## config.mk

```make
export PLATFORM = sky130hd
export DESIGN_NAME = multiword_add_seq_flat
export DESIGN_NICKNAME = d
export VERILOG_FILES = /design/src/rtl/multiword_add_seq_if.sv /design/src/rtl/multiword_add_seq.sv /design/src/flat_wrapper.sv
export SDC_FILE = /design/constraint.sdc
export NUM_CORES = 1
export LEC_CHECK = 0
export ABC_AREA = 1
export BUFFER_PORTS_ARGS = -buffer_cell sky130_fd_sc_hd__clkbuf_2
export CORE_MARGIN = 2
export CORE_UTILIZATION = 45
export CTS_CLUSTER_SIZE = 40
export DETAILED_ROUTE_END_ITERATION = 8
export PLACE_DENSITY_LB_ADDON = 0.3
export SLEW_MARGIN = 10
export SYNTH_ARGS = -nofsm -noshare
export SYNTH_HDL_FRONTEND = slang
export SYNTH_SLANG_ARGS = --single-unit
```

## constraint.sdc

```tcl
create_clock -name clk -period 2.5 [get_ports clk]
set_input_delay 0.125 -clock clk [delete_from_list [all_inputs] [get_ports clk]]
set_output_delay 0.125 -clock clk [all_outputs]
set_load 0.01 [all_outputs]
```

## src/rtl/multiword_add_seq_if.sv

```systemverilog
// Operand, adder and result signals of the sequential multiword adder.
// The slave modport is the adder block; the master modport is its environment.
interface multiword_add_seq_if #(
    parameter int NWORDS = 4,
    parameter int W      = 16
);
    logic                in_valid;
    logic                in_ready;
    logic [NWORDS*W-1:0] op_a;
    logic [NWORDS*W-1:0] op_b;
    logic                in_cin;
    logic [W-1:0]        add_a;
    logic [W-1:0]        add_b;
    logic                add_cin;
    logic [W-1:0]        add_sum;
    logic                add_cout;
    logic                out_valid;
    logic                out_ready;
    logic [NWORDS*W-1:0] result;
    logic                out_cout;
    logic                busy;

    modport slave (
        input  in_valid, op_a, op_b, in_cin, add_sum, add_cout, out_ready,
        output in_ready, add_a, add_b, add_cin, out_valid, result, out_cout, busy
    );

    modport master (
        output in_valid, op_a, op_b, in_cin, add_sum, add_cout, out_ready,
        input  in_ready, add_a, add_b, add_cin, out_valid, result, out_cout, busy
    );
endinterface

```

## src/rtl/multiword_add_seq.sv

```systemverilog
// Adds two NWORDS*16-bit operands one 16-bit word per cycle through an
// external combinational adder, rippling the carry through a register.
module multiword_add_seq #(
    parameter int NWORDS = 4,
    parameter int W      = 16
) (
    input  logic                 clk,
    input  logic                 rst,
    multiword_add_seq_if.slave   bus
);
    localparam int KW = $clog2(NWORDS);

    typedef enum logic [1:0] {IDLE, ADD, DONE} state_t;

    state_t              r_state;
    state_t              w_nextState;
    logic [KW-1:0]       r_k;
    logic [NWORDS*W-1:0] r_a;
    logic [NWORDS*W-1:0] r_b;
    logic                r_carry;
    logic [NWORDS*W-1:0] r_result;
    logic                r_cout;
    logic                w_last;

    assign w_last = (r_k == KW'(NWORDS - 1));

    always_ff @(posedge clk) begin
        if (rst) begin
            r_state <= IDLE;
        end else begin
            r_state <= w_nextState;
        end
    end

    always_comb begin
        w_nextState = r_state;
        case (r_state)
            IDLE:    if (bus.in_valid)  w_nextState = ADD;
            ADD:     if (w_last)        w_nextState = DONE;
            DONE:    if (bus.out_ready) w_nextState = IDLE;
            default:                    w_nextState = IDLE;
        endcase
    end

    // Operands are captured only on accept, so input changes during ADD/DONE are ignored.
    always_ff @(posedge clk) begin
        if (rst) begin
            r_k      <= '0;
            r_a      <= '0;
            r_b      <= '0;
            r_carry  <= 1'b0;
            r_result <= '0;
            r_cout   <= 1'b0;
        end else begin
            case (r_state)
                IDLE: begin
                    if (bus.in_valid) begin
                        r_a      <= bus.op_a;
                        r_b      <= bus.op_b;
                        r_carry  <= bus.in_cin;
                        r_k      <= '0;
                        r_result <= '0;
                        r_cout   <= 1'b0;
                    end
                end
                ADD: begin
                    r_result[r_k*W +: W] <= bus.add_sum;
                    r_carry              <= bus.add_cout;
                    if (w_last) begin
                        r_k    <= '0;
                        r_cout <= bus.add_cout;
                    end else begin
                        r_k <= r_k + KW'(1);
                    end
                end
                default: begin
                end
            endcase
        end
    end

    always_comb begin
        bus.add_a   = '0;
        bus.add_b   = '0;
        bus.add_cin = 1'b0;
        if (r_state == ADD) begin
            bus.add_a   = r_a[r_k*W +: W];
            bus.add_b   = r_b[r_k*W +: W];
            bus.add_cin = r_carry;
        end
    end

    assign bus.in_ready  = (r_state == IDLE);
    assign bus.busy      = (r_state == ADD);
    assign bus.out_valid = (r_state == DONE);
    assign bus.result    = r_result;
    assign bus.out_cout  = r_cout;
endmodule

```

## src/flat_wrapper.sv

```systemverilog
// flat-port wrapper written by rule: the top's interface ports become plain ports
module multiword_add_seq_flat 
#(
    parameter int NWORDS = 4,
    parameter int W      = 16
)
  (clk, rst, bus_in_valid, bus_op_a, bus_op_b, bus_in_cin, bus_add_sum, bus_add_cout, bus_out_ready, bus_in_ready, bus_add_a, bus_add_b, bus_add_cin, bus_out_valid, bus_result, bus_out_cout, bus_busy);
  multiword_add_seq_if #(.NWORDS(NWORDS), .W(W)) bus_i ();
  input  logic clk;
  input  logic rst;
  input wire logic [$bits(bus_i.in_valid)-1:0] bus_in_valid;
  input wire logic [$bits(bus_i.op_a)-1:0] bus_op_a;
  input wire logic [$bits(bus_i.op_b)-1:0] bus_op_b;
  input wire logic [$bits(bus_i.in_cin)-1:0] bus_in_cin;
  input wire logic [$bits(bus_i.add_sum)-1:0] bus_add_sum;
  input wire logic [$bits(bus_i.add_cout)-1:0] bus_add_cout;
  input wire logic [$bits(bus_i.out_ready)-1:0] bus_out_ready;
  output wire logic [$bits(bus_i.in_ready)-1:0] bus_in_ready;
  output wire logic [$bits(bus_i.add_a)-1:0] bus_add_a;
  output wire logic [$bits(bus_i.add_b)-1:0] bus_add_b;
  output wire logic [$bits(bus_i.add_cin)-1:0] bus_add_cin;
  output wire logic [$bits(bus_i.out_valid)-1:0] bus_out_valid;
  output wire logic [$bits(bus_i.result)-1:0] bus_result;
  output wire logic [$bits(bus_i.out_cout)-1:0] bus_out_cout;
  output wire logic [$bits(bus_i.busy)-1:0] bus_busy;
  assign bus_i.in_valid = bus_in_valid;
  assign bus_i.op_a = bus_op_a;
  assign bus_i.op_b = bus_op_b;
  assign bus_i.in_cin = bus_in_cin;
  assign bus_i.add_sum = bus_add_sum;
  assign bus_i.add_cout = bus_add_cout;
  assign bus_i.out_ready = bus_out_ready;
  assign bus_in_ready = bus_i.in_ready;
  assign bus_add_a = bus_i.add_a;
  assign bus_add_b = bus_i.add_b;
  assign bus_add_cin = bus_i.add_cin;
  assign bus_out_valid = bus_i.out_valid;
  assign bus_result = bus_i.result;
  assign bus_out_cout = bus_i.out_cout;
  assign bus_busy = bus_i.busy;
  multiword_add_seq #(.NWORDS(NWORDS), .W(W)) u_core (.clk(clk), .rst(rst), .bus(bus_i));
endmodule
```

==> results of run 1 <==
[layout by cell type (no fill, tap or decap), drive strengths merged, types with 6 or more instances in the layout]
master	Yosys	layout
a21oi	131	131
buf	47	17
clkbuf	52	267
dfxtp	198	198
dlygate4sd3	0	120
ha	6	6
inv	61	69
nand2	158	158
nand3	87	87
nor2	370	370
o21ai	161	161
[cell families after synthesis]
group	after synthesis
fa+ha+maj	6
flops	198
compound gates	292
buf+inv	160
simple gates	618
[final timing paths]
check	from	end	slack [ns]	cells past startpoint
hold reg to reg	u_core.r_b[25]	u_core.r_b[25]	0.45	2
setup reg to reg	u_core.r_k[0]	u_core.bus.result[2]	0.44	5
setup / recovery	u_core.r_k[0]	bus_add_a[0]	0.25	6
hold / removal	bus_op_a[17]	u_core.r_a[17]	0.007	3
[registers in the layout, indices dropped and copies added (netlist names)]
register / flops
u_core.bus.result: 64
u_core.r_a: 64
u_core.r_b: 64
u_core.r_k: 2
u_core.r_state: 2
u_core.bus.out_cout: 1
u_core.r_carry: 1
[power groups by stage]
stage                     clock network [mW]  registers, mW  logic [mW]
after global placement                     0           3.51        1.06
after global routing                    2.95           3.46        1.40
final                                   2.78           3.44        1.25
after floorplan                            0           3.50       0.737
after detailed placement                   0           3.51        1.07
after CTS                               2.81           3.44        1.23
[timing repair]
item	4_1_cts	5_1_grt
hold buffers	120	0
hold endpoints to repair	120	0
gates resized for setup	0	0
[metal layers]
metal	vias to the layer above	wire length, um	GRT usage [%]
met5	-	0	0
met4	0	993	14.1
met3	80	1850	6.10
met2	357	13500	45.0
met1	4314	11600	32.3
li1	4708	-	-
[layout make-up]
cell class	instances	area share, %
multi-input combinational	916	34.2
tap	260	2.76
clock inverter	15	1.37
antenna	1	0.0212
sequential	198	33.6
timing repair buffer	387	22.4
clock buffer	17	3.61
inverter	61	1.94
[critical path, stage by stage, from the launching register on]
cell	delay [ns]
dfxtp_4	0.49
buf_12	0.38
nor2_1	0.10
nor2_1	0.09
o21ai_0	0.15
a21oi_1	0.22
clkbuf_2	0.18
[stage by stage]
step | utilization (%) | hold slack (ns) | std cells
6_report | 62.6 | 0.00729 | 1855
4_1_cts | 62.6 | 0.000529 | 1854
5_1_grt | 62.6 | 0.0130 | 1855
2_1_floorplan | - | 0.274 | 1274
3_3_place_gp | 53.1 | 0.371 | 1702
3_5_place_dp | 53.1 | 0.378 | 1702
==> metrics.md, run 1 <==
| Metric | Value |
|---|---|
| DP Wirelength | `~17000 um` |
| Outcome | `complete, no violations` |
| Hold Path Class | `primary input to flop` |
| CP endpoint kind | `primary output` |
| Post-Synth Adder-Cell Area | `less than 1%` |
| Cts bufs inserted | `17` |
| Reg power frac | `46.1%` |
| Grt total ovfl | `0` |
| # IOs | `~250` |
| Pleak | `5.19 nW` |
| Final worst slack | `~0.25 ns` |
| Sw Pwr | `around 2.2 mW` |
| Clk sinks | `~200` |
| Final min period | `~2.3 ns` |
| DRC | `0` |
| Clock slew at reported path FFs | `0.07 ns` |
| WL per Instance | `15.0 um` |
| Gpl congestion | `approximately 0.85` |
| Final Skew | `0.0115 ns` |
| Post-synth top cells | `366 x nor2_1, 198 x dfxtp_1, 157 x nand2_1` |
| Max-Cap Viols | `0` |
| Final nets | `approximately 1700` |
| Reg area | `between 0.003 and 0.004 mm^2` |
| Placement Setup Slack | `about 0.45 ns` |
| Total Wirelength | `around 28000 um` |
| CTS tree | `built` |
| CP Data Arrival Time | `2.13 ns` |
| Internal cell power | `between 5 and 6 mW` |
| Setup TNS Final | `0 ns` |
| Post-synthesis instance total | `between 1000 and 1500` |
| Avg Inst Size Synth | `6.84 um^2` |
| IO buf count | `between 200 and 300` |
| Cell area after placement | `approximately 0.01 mm^2` |
| Die width | `143 um` |
| Clock buffer depth | `2` |
| Multi-input gate area | `a little over 0.004 mm^2` |
| Gate power share | `16.8%` |
| Fmax achieved | `444 MHz` |
| Slew @ Worst Pin | `~0.73 ns` |
| Top FF cell, synth | `dfxtp_1` |
| Die ar. | `slightly above 0.02 mm^2` |
| Slew headroom | `about half` |
| # Post-CTS Setup Buffers | `0` |
| Sequential-to-total area share from yosys stat | `around 45%` |
| First-pass GRT wire length | `around 44000 um` |
| Vias | `about 9500` |
| Post-synth ARST share | `0%` |
| Final setup violation count | `0` |
| Antenna-violating nets left | `0` |
| Clock Latency Late Sink | `~0.44 ns` |
| Top-area cell type share of the netlist area | `45.5%` |
| GRT Resource Usage Total | `26.9%` |
| Mapped Nets | `between 1000 and 1500` |
| DR vias/cell | `approximately 5.1` |
| Synth warn | `0` |
| Crit path kind | `flop to primary output` |
| Distinct cells, synth | `23` |
| Layout cells sized above 1 | `19.6%` |
| XOR/XNOR Fraction of Synth Area | `0%` |
| Final Cycle Share | `roughly nine tenths` |
| Fin area | `0.0118 mm^2` |
| Power, Total | `around 7.5 mW` |
| Sw frac | `roughly 29%` |
| Clock H-tree levels | `4` |
| Vias in the first global route | `between 9000 and 10000` |
| Largest family of logic cells by synthesized area | `simple AND/OR/NAND/NOR gates` |
| Initial antenna violation count | `1` |
| Clock share of power | `between 30% and 40%` |
| # fillers | `1699` |
| Simple-gate share of the synthesized area | `28.6%` |
| RSZ-0062 raised after global routing | `false` |
| VDD IR-drop max | `about 470 uV` |
| Core area | `between 0.015 and 0.02 mm^2` |
| Initial core utilization | `a little under half` |
| DRT Pass-1 Iters | `5` |
| CP Max Fanout | `approximately 100` |
| Seq cells post-synth | `198` |
| Rows | `50` |
| Endpoints failing hold | `0` |
| Drt initial violations | `around 580` |
| P&R area growth vs syn | `35.4%` |
| Compound-Gate Fraction of Synth Area | `16.8%` |
| Largest net degree at the start of global routing | `between 90 and 100` |
| Mux cell area share after synthesis | `0%` |
| Crit path launch type | `flop` |
| Leading area contributor after synthesis | `dfxtp_1` |
| CTS root buf | `clkbuf_16` |
| Critical Path RT | `between 2 and 2.5 ns` |
| Count leader, synth | `nor2_1` |
| Post-synth EDFFs | `0` |
| Slew Viols, Final | `0` |
| Synth Cell Area | `roughly 0.0087 mm^2` |
| Cell Pwr Density | `~630 mW/mm^2` |
| Area contributors post-synth | `dfxtp_1 45%, nor2_1 16%, o21ai_0 8.7%` |
| Chip Height | `approximately 140 um` |
Note: power is estimated with default switching activity, not from simulation.
==> run 2, diff against run 1 <==
--- a/config.mk
+++ b/config.mk
@@ -12,6 +12,7 @@
 export CTS_CLUSTER_SIZE = 40
 export DETAILED_ROUTE_END_ITERATION = 8
 export PLACE_DENSITY_LB_ADDON = 0.3
+export REMOVE_ABC_BUFFERS = 1
 export SLEW_MARGIN = 10
 export SYNTH_ARGS = -nofsm -noshare
 export SYNTH_HDL_FRONTEND = slang
==> run 2 against run 1 <==
Against the previous run:
- final cell count up 0.32%
- global-route usage down 0.31 points
- critical endpoint is now bus_add_a[9]
- clock power up 2%
==> metrics.md, run 2 (synthesis results as in run 1) <==
| Metric | Value |
|---|---|
| Cell area after placement | `between 0.01 and 0.015 mm^2` |
| RSZ-0062 raised after global routing | `false` |
| Critical Path RT | `between 2 and 2.5 ns` |
| P&R area growth vs syn | `36.2%` |
| Hold Path Class | `primary input to flop` |
| Most frequent cells in the layout | `366 x nor2_1, 250 x clkbuf_2, 196 x dfxtp_1, 157 x nand2_1, 151 x o21ai_0` |
| Hold wc startpoint | `bus_op_a[22]` |
| Clock Latency Late Sink | `roughly 0.43 ns` |
| Gate power share | `between 10% and 20%` |
| Fmax achieved | `428 MHz` |
| Fin cells | `between 1500 and 2000` |
| Reg area | `0.00397 mm^2` |
| Max-Cap Viols | `0` |
| DP Wirelength | `16600 um` |
| Total Wirelength | `27400 um` |
| Clock buffer depth | `2` |
| CP Max Fanout | `37` |
| DRT Pass-1 Iters | `5` |
| IO buf count | `250` |
| Multi-input gate area | `0.00404 mm^2` |
| Clk sinks | `between 150 and 200` |
| Power, Total | `7.54 mW` |
| Die width | `143 um` |
| Slew Viols, Final | `0` |
| Hold Path End | `u_core.r_a[22]` |
| Outcome | `complete, no violations` |
| Grt total ovfl | `0` |
| VDD IR-drop max | `between 400 and 500 uV` |
| Antenna-violating nets left | `0` |
| Layout Utilization | `approximately 63%` |
| Worst path cell trace | `inv_2 -> buf_4 -> o21ai_0 -> a21oi_1 -> clkbuf_2` |
| Core area | `0.0188 mm^2` |
| Placed cell count | `~1700` |
| Vias | `9425` |
| # IOs | `~250` |
| CP endpoint kind | `primary output` |
| Initial core utilization | `between 40 and 50%` |
| Die ar. | `0.0205 mm^2` |
| Reg power frac | `45.7%` |
| GRT Resource Usage Total | `a little over a quarter` |
| Cts bufs inserted | `17` |
| Drt initial violations | `about 620` |
| Largest stage delay on the critical path | `~0.49 ns` |
| Final setup violation count | `0` |
| Crit path launch type | `flop` |
| Sw frac | `~28%` |
| Cell Pwr Density | `around 630 mW/mm^2` |
| Gpl congestion | `between 0.8 and 0.9` |
| Sw Pwr | `2.13 mW` |
| Largest net degree at the start of global routing | `approximately 170` |
| CP Data Arrival Time | `2.21 ns` |
| CTS tree | `built` |
| # fillers | `around 1700` |
| Initial antenna violation count | `2` |
| Hold Crit Depth | `3` |
| Fin area | `around 0.012 mm^2` |
| Pleak | `5.23 nW` |
| Clock share of power | `37.7%` |
| Final nets | `roughly 1700` |
| Worst R2R Path Depth | `6` |
| Endpoints failing hold | `0` |
| Final Skew | `0.0141 ns` |
| Final min period | `between 2 and 2.5 ns` |
| Crit path kind | `flop to primary output` |
| Chip Height | `143 um` |
| R2R Path Start | `u_core.r_k[0]` |
| DRC | `0` |
| Layout cells sized above 1 | `between 10% and 20%` |
| DR vias/cell | `just over 5` |
| CTS root buf | `clkbuf_16` |
| First-pass GRT wire length | `~43000 um` |
| Placement Setup Slack | `roughly 0.43 ns` |
| Final worst slack | `approximately 0.16 ns` |
| Slew @ Worst Pin | `around 0.78 ns` |
| WL per Instance | `14.7 um` |
| Worst R2R End | `u_core.bus.result[1]` |
| Commonest non-fill, non-tap cell in the layout | `nor2_1` |
| Slowest stage cell, crit path | `buf_4` |
| Clock slew at reported path FFs | `around 0.070 ns` |
| Vias in the first global route | `~9000` |
| Internal cell power | `5.40 mW` |
| Slew headroom | `between 40% and 50%` |
| Clock H-tree levels | `4` |
| R2R setup slack | `roughly 0.38 ns` |
| Rows | `50` |
| Final Cycle Share | `93.5%` |
## run 2: cell types whose count changed in the layout (fill, tap and decap cells not counted), sizes merged
cell | previous run | this run
clkbuf | 267 | 269
buf | 17 | 19
clkinv | 4 | 7
dlygate4sd3 | 120 | 124
clkinvlp | 2 | 0
bufinv | 1 | 2
inv | 69 | 65
## run 2: metrics by stage
step	TNS (ns)	hold slack [ns]
finish	0	0.0307
global route	0	0.0247
CTS	0	0.00618
detailed placement	0	0.370
global placement	0	0.364
floorplan	-303.60	0.194
## run 2: power groups by stage
stage	Combinational, mW	Sequential, mW	Clock [mW]
final	1.25	3.45	2.84
after global routing	1.40	3.47	3.01
after CTS	1.23	3.44	2.88
after detailed placement	1.07	3.52	0
after global placement	1.06	3.51	0
after floorplan	0.632	3.53	0
## run 2: final cells by class
| cell class | instances | share of cell area, % |
|---|---|---|
| antenna | 1 | 0.0211 |
| tap | 260 | 2.74 |
| clock buffer | 19 | 3.73 |
| clock inverter | 13 | 1.39 |
| multi-input combinational | 916 | 34.0 |
| timing repair buffer | 393 | 22.7 |
| sequential | 198 | 33.4 |
| inverter | 61 | 1.93 |
## run 2: critical path, delay by kind of cell (launching register included)
family	cells	cell delay [ns]
flip-flops	1	0.43
AO/OA/AOI/OAI	2	0.40
buffers and inverters	3	0.93
## run 2: worst max path at each step
stage                                      end           from  cells after the start
after floorplan           u_core.bus.result[0]  u_core.r_k[0]                      5
after global placement    u_core.bus.result[7]  u_core.r_k[0]                      6
after detailed placement  u_core.bus.result[1]  u_core.r_k[0]                      6
after CTS                         bus_add_a[9]  u_core.r_k[0]                      5
after global routing              bus_add_b[9]  u_core.r_k[0]                      5
final                             bus_add_a[9]  u_core.r_k[0]                      5
## run 2: timing repair
action / in CTS / in global routing
hold buffers: 124 / 0
resized for setup: 0 / 0
buffers inserted: 0 / 0
hold endpoints to repair: 124 / 0
## run 2: per-layer routing
metal,GRT usage [%],vias to the layer above,wire length [um]
met5,0,-,0
met4,11.3,0,845
met3,5.37,61,1730
met2,44.7,347,13200
met1,33.2,4301,11600
li1,-,4716,-
